===== src/rtl/vend_pkg.sv =====
// Shared types, constants and helpers for the vending transaction controller.
// Coin values and parameter sanity checks live here so every block agrees.
package vend_pkg;

    localparam int unsigned COIN_UNIT = 5;

    typedef enum logic [3:0] {
        S_MONEY_EATER     = 4'b0001,
        S_DRINK_OUTER     = 4'b0010,
        S_MONEY_OUTER     = 4'b0100,
        S_MONEY_OUTER_ALL = 4'b1000
    } state_t;

    function automatic logic [6:0] coin_value(input logic [1:0] code);
        case (code)
            2'b00:   return 7'd5;
            2'b01:   return 7'd10;
            2'b10:   return 7'd20;
            default: return 7'd50;
        endcase
    endfunction

    // Every credit change must stay on the COIN_UNIT grid and fit the register.
    function automatic bit params_ok(
        input int unsigned drink,
        input int unsigned max_credit,
        input int unsigned credit_w
    );
        return (drink % COIN_UNIT == 0) && (max_credit % COIN_UNIT == 0)
            && (10 % COIN_UNIT == 0) && (20 % COIN_UNIT == 0)
            && (50 % COIN_UNIT == 0) && (drink > 0) && (drink <= max_credit)
            && (credit_w < 32) && (max_credit < (32'd1 << credit_w));
    endfunction

endpackage


===== src/rtl/vend_timer.sv =====
// Loadable down-counter: reload forces LOAD, enable counts toward zero.
// expired is high while the count sits at zero.
module vend_timer #(
    parameter int unsigned LOAD = 16
) (
    input  logic clk,
    input  logic rst,
    input  logic reload,
    input  logic enable,
    output logic expired
);

    localparam int W = $clog2(LOAD + 1);

    logic [W-1:0] count;

    always_ff @(posedge clk) begin
        if (rst || reload) begin
            count <= W'(LOAD);
        end else if (enable && count != '0) begin
            count <= count - W'(1);
        end
    end

    assign expired = (count == '0);

endmodule


===== src/rtl/vend_ctrl.sv =====
// Vending transaction controller: coin credit, dispense handshake,
// change/refund payout one unit coin at a time.
module vend_ctrl
    import vend_pkg::*;
#(
    parameter int unsigned DRINK_VALUE  = 25,
    parameter int unsigned MAX_CREDIT   = 100,
    parameter int unsigned CREDIT_W     = 8,
    parameter int unsigned IDLE_TIMEOUT = 1000,
    parameter int unsigned DISP_TIMEOUT = 200
) (
    input  logic                clk,
    input  logic                rst,
    input  logic                coin_valid,
    input  logic [1:0]          coin_code,
    input  logic                buy,
    input  logic                cancel,
    output logic                disp_req,
    input  logic                disp_ack,
    output logic                chg_req,
    input  logic                chg_ack,
    output logic [CREDIT_W-1:0] credit,
    output logic [3:0]          S_state,
    output logic                coin_reject,
    output logic                vend_done,
    output logic                disp_fault
);

    if (!params_ok(DRINK_VALUE, MAX_CREDIT, CREDIT_W)) begin : g_param_err
        $error("vend_ctrl: inconsistent credit parameters");
    end

    localparam logic [CREDIT_W:0]   MAX_C   = (CREDIT_W+1)'(MAX_CREDIT);
    localparam logic [CREDIT_W-1:0] DRINK_C = CREDIT_W'(DRINK_VALUE);
    localparam logic [CREDIT_W-1:0] UNIT_C  = CREDIT_W'(COIN_UNIT);

    state_t              state, state_n;
    logic [CREDIT_W-1:0] credit_n;
    logic [CREDIT_W:0]   sum;
    logic                disp_req_n, chg_req_n;
    logic                coin_reject_n, vend_done_n, disp_fault_n;
    logic                idle_reload, idle_expired, disp_expired;

    assign sum = {1'b0, credit} + (CREDIT_W+1)'(coin_value(coin_code));

    vend_timer #(.LOAD(IDLE_TIMEOUT)) u_idle (
        .clk     (clk),
        .rst     (rst),
        .reload  (idle_reload),
        .enable  (1'b1),
        .expired (idle_expired)
    );

    vend_timer #(.LOAD(DISP_TIMEOUT)) u_disp (
        .clk     (clk),
        .rst     (rst),
        .reload  (!disp_req),
        .enable  (disp_req),
        .expired (disp_expired)
    );

    always_comb begin
        state_n       = state;
        credit_n      = credit;
        coin_reject_n = 1'b0;
        vend_done_n   = 1'b0;
        disp_fault_n  = 1'b0;
        idle_reload   = 1'b1;
        case (state)
            S_MONEY_EATER: begin
                idle_reload = (credit == '0) || coin_valid || buy || cancel;
                if (cancel && credit != '0) begin
                    state_n       = S_MONEY_OUTER_ALL;
                    coin_reject_n = coin_valid;
                end else if (buy && credit >= DRINK_C) begin
                    state_n       = S_DRINK_OUTER;
                    coin_reject_n = coin_valid;
                end else if (coin_valid) begin
                    if (sum <= MAX_C) credit_n = sum[CREDIT_W-1:0];
                    else              coin_reject_n = 1'b1;
                end else if (idle_expired && !idle_reload) begin
                    state_n = S_MONEY_OUTER_ALL;
                end
            end
            S_DRINK_OUTER: begin
                coin_reject_n = coin_valid;
                if (disp_req && disp_ack) begin
                    credit_n    = credit - DRINK_C;
                    vend_done_n = 1'b1;
                    state_n     = (credit != DRINK_C) ? S_MONEY_OUTER
                                                      : S_MONEY_EATER;
                end else if (disp_req && disp_expired) begin
                    disp_fault_n = 1'b1;
                    state_n      = S_MONEY_OUTER_ALL;
                end
            end
            S_MONEY_OUTER, S_MONEY_OUTER_ALL: begin
                coin_reject_n = coin_valid;
                if (credit < UNIT_C) begin
                    state_n = S_MONEY_EATER;
                end else if (chg_req && chg_ack) begin
                    credit_n = credit - UNIT_C;
                    if (credit == UNIT_C) state_n = S_MONEY_EATER;
                end
            end
            default: state_n = S_MONEY_EATER;
        endcase
        // Requests rise one cycle after the state calls for them.
        disp_req_n = (state == S_DRINK_OUTER) && (state_n == S_DRINK_OUTER);
        chg_req_n  = (state_n == S_MONEY_OUTER || state_n == S_MONEY_OUTER_ALL)
                  && (credit_n != '0) && !(chg_req && chg_ack);
    end

    always_ff @(posedge clk) begin
        if (rst) begin
            state       <= S_MONEY_EATER;
            credit      <= '0;
            disp_req    <= 1'b0;
            chg_req     <= 1'b0;
            coin_reject <= 1'b0;
            vend_done   <= 1'b0;
            disp_fault  <= 1'b0;
        end else begin
            state       <= state_n;
            credit      <= credit_n;
            disp_req    <= disp_req_n;
            chg_req     <= chg_req_n;
            coin_reject <= coin_reject_n;
            vend_done   <= vend_done_n;
            disp_fault  <= disp_fault_n;
        end
    end

    assign S_state = state;

endmodule


===== config.mk =====
export PLATFORM = sky130hd
export DESIGN_NAME = vend_ctrl
export DESIGN_NICKNAME = d
export VERILOG_FILES = /design/src/rtl/vend_pkg.sv /design/src/rtl/vend_timer.sv /design/src/rtl/vend_ctrl.sv
export SDC_FILE = /design/constraint.sdc
export NUM_CORES = 1
export LEC_CHECK = 0
export CAP_MARGIN = 20
export CORE_MARGIN = 2
export CORE_UTILIZATION = 40
export DETAILED_ROUTE_END_ITERATION = 10
export PLACE_DENSITY = 0.57
export SLEW_MARGIN = 20
export SYNTH_ARGS = -nofsm -noshare
export SYNTH_HDL_FRONTEND = slang
export SYNTH_HIERARCHICAL = 1
export SYNTH_SLANG_ARGS = --single-unit

===== constraint.sdc =====
create_clock -name clk -period 3.4 [get_ports clk]
set_input_delay 0.51 -clock clk [delete_from_list [all_inputs] [get_ports clk]]
set_output_delay 0.51 -clock clk [all_outputs]
set_load 0.01 [all_outputs]

==> results.toml, run 1 <==
[critical_path]
critPathKind = "in -> reg"
r2r-start = "credit[0]"
crit_path_start_kind = "input port"
worstPathArrival_ps = 3400
crit_path_start = "coin_code[1]"
cp-end-kind = "register"
crit_required_ps = 3590
critPathMaxFanout = 5

[min_path]
min_from = "u_disp/count[7]"
hold_class = "reg -> reg"

[final_layout]
seqCellArea_um2 = 700.7
num_antenna_cells = 0
layout-drive-gt1-share_pct = 17.79
syn2layout_area_growth_pct = 22.15
fill_cells = 680
multiInputGateArea_um2 = 2032
layout.nets = 420
instances_no_fill = 495

[global_route]
grt_overflow_total = 0
grt_start_max_net_pins = 15
grt_first_pass_wirelength_um = 13470
grt_antenna_before_repair = 0
grt_use_total_pct = 21.94
grt_pass1_vias = 2662

[sta]
rsz0062_at_grt = "false"
hold_viol_final = 0
worstMarginPinSlew_ps = 581.3
finalWorstPathRequiredPeriod_ps = 3212
slew_headroom_pct = 61.12
fin_skew_ps = 11.51
setup_viol = 0
fmax_ghz = 0.3114
period_share_pct = 94.46
slew_violations = 0

[synth]
synth_ff_type = "dfxtp_1"
yosysMostFrequentCell = "dfxtp_1"
syn_avg_cell_area_um2 = 8.041
synth_seq_area_share_pct = 24.62
synth_commonest_cells = "dfxtp_1 (35), nor2_1 (27), nand2_1 (26), a21oi_1 (18)"
syn-cell-area_um2 = 2846
synthesis.instances = 354
netlist_top_cells_area = "dfxtp_1 (25%), ha_1 (5.3%), nor2_1 (3.6%), nand2_1 (3.4%), a21oi_1 (3.2%)"
yosysTopAreaCell = "dfxtp_1"
yosysWarnings = 6
synth-edff-count = 0
synth_top_cell_area_share_pct = 24.62
synth.distinct_cells = 80
async_flop_share_pct = 0
synth-seq-cells = 35

[place]
dp_hpwl_um = 6107
portBuffers = 25
place.gp.congestion = 0.8646
dp_cells = 487

[cts]
clk_transition_reported_paths_ps = 80
h-tree-depth = 2
cts_setup_buffers = 0
hold_buffers = 0
clock_sinks = 35
clockBufferDepth = 2
insertion_delay_ps = 300
ctsRootBufferMaster = "clkbuf_8"
cts_buffers = 5
cts_tree = "yes"

[floorplanning]
coreArea_um2 = 6832
top_level_ports = 26
die_y_um = 88.36
start_util_pct = 41.67
die_area_um2 = 7807
die_w_um = 88.36
rows = 30

[detailed_routing]
vias = 2892
drtIter0Drc = 180
drcViolationCount = 0
drt_first_pass_iters = 5
avgViaCountPerCell = 5.842
wl_per_cell_um = 16.47
drt-total-wl_um = 8152
ant_nets = 0

[power]
p_leak_nw = 1.246
vdd_drop_max_v = 0.0003389
p_total_mw = 2.506
powerDensity_nw_per_um2 = 720.7

[status]
outcome = "finished, final reports clean"

[run]
max-cap-violations = 0
==> state kept, by name (all words and copies together) (netlist names) <==
register,count
S_state,4
chg_req,1
coin_reject,1
credit,8
disp_fault,1
disp_req,1
u_disp/count,8
u_idle/count,10
vend_done,1
==> cell usage in the layout (no fill, tap or decap), drive strengths merged, types with 4 or more instances in the layout <==
master,Yosys,layout
a2111oi,4,4
a211oi,7,7
a21o,4,4
a21oi,19,19
a31oi,6,6
and2,6,6
and3,5,5
buf,11,26
clkbuf,5,5
clkdlybuf4s50,0,24
dfxtp,35,35
ha,12,12
inv,16,17
nand2,28,28
nand2b,7,7
nand3,7,7
nand4,6,6
nor2,28,28
nor2b,10,10
nor3,11,11
nor4,7,7
nor4b,7,7
o2111ai,4,4
o211ai,11,11
o21ai,21,21
o31a,4,4
o31ai,8,8
or2,7,7
or3,4,4
or4,4,4
xnor2,4,4
==> layout make-up <==
class | count | area share (%)
Sequential cell | 35 | 20.15
Clock buffer | 5 | 1.979
Multi-Input combinational cell | 289 | 58.44
Timing Repair Buffer | 51 | 12.88
Tap cell | 96 | 3.454
Inverter | 16 | 1.727
Clock inverter | 3 | 1.367
==> cells by family after synthesis <==
logic type	after synthesis	share of synthesized area, %
adder cells (fa/ha/maj)	13	5.978
other	1	0.1317
AO/OA/AOI/OAI	114	30.59
buffers and inverters	32	5.318
AND/OR/NAND/NOR	150	30.46
multiplexers	2	0.7472
flip-flops	35	24.62
XOR/XNOR	7	2.154
==> routing by layer <==
| layer | up-vias | global-route usage [%] | routed length (um) |
|---|---|---|---|
| met2 | 114 | 32.26 | 3376 |
| met4 | 0 | 5.372 | 82 |
| met3 | 8 | 3.265 | 594 |
| met1 | 1331 | 33.48 | 4098 |
| li1 | 1439 | - | - |
| met5 | - | 0 | 0 |
==> repair_timing <==
| item | CTS | global route |
|---|---|---|
| endpoints found under the setup margin | 0 | 2 |
| endpoints found under the hold margin | 0 | 0 |
| gates resized for setup | 0 | 9 |
==> report_power, final <==
| part | leakage, nW | total (mW) | internal (mW) | switching [mW] |
|---|---|---|---|---|
| combinational | 0.903 | 1.54 | 0.706 | 0.833 |
| clock | 0.0587 | 0.406 | 0.223 | 0.183 |
| sequential | 0.284 | 0.561 | 0.463 | 0.0976 |
| total | 1.25 | 2.51 | 1.39 | 1.11 |
==> final timing paths <==
path         slack [ps]              end  depth (start not counted)
max                 190          chg_req                         13
min reg2reg         510  u_disp/count[7]                          2
min                 510  u_disp/count[7]                          2
max reg2reg         410          chg_req                         11
==> critical path, cell delays in order <==
cell             delay, ps
clkdlybuf4s50_1        430
nor2_2                 100
ha_1                   170
inv_1                   60
fa_2                   360
nor2b_2                150
o31a_1                 240
a21oi_1                 90
o31a_1                 410
a21oi_2                190
mux2_2                 370
a211oi_2               220
a31oi_1                100
==> through the flow <==
| stage | utilization [%] | setup TNS (ps) | hold WS (ps) | cell area, um2 | setup WS, ps |
|---|---|---|---|---|---|
| CTS | 50.51 | 0 | 506.4 | 3451 | 85.55 |
| finish | 50.90 | 0 | 507.6 | 3477 | 188.4 |
| global placement | 48.81 | -154.1 | 484.4 | 3334 | -76.13 |
| global route | 50.90 | 0 | 545.3 | 3477 | 61.28 |
| detailed placement | 48.81 | -543.5 | 488.3 | 3334 | -216.0 |
| floorplan | - | 0 | 460.6 | 2854 | 483.0 |
No activity file was read; power rests on OpenSTA's default activity.
==> run 2, diff against run 1 <==
--- a/config.mk
+++ b/config.mk
@@ -8,6 +8,7 @@
 export CAP_MARGIN = 20
 export CORE_MARGIN = 2
 export CORE_UTILIZATION = 40
+export CTS_CLUSTER_SIZE = 14
 export DETAILED_ROUTE_END_ITERATION = 10
 export PLACE_DENSITY = 0.57
 export SLEW_MARGIN = 20
==> results of run 2 <==
The final DEF is identical to that of run 1; final timing and power are the same.
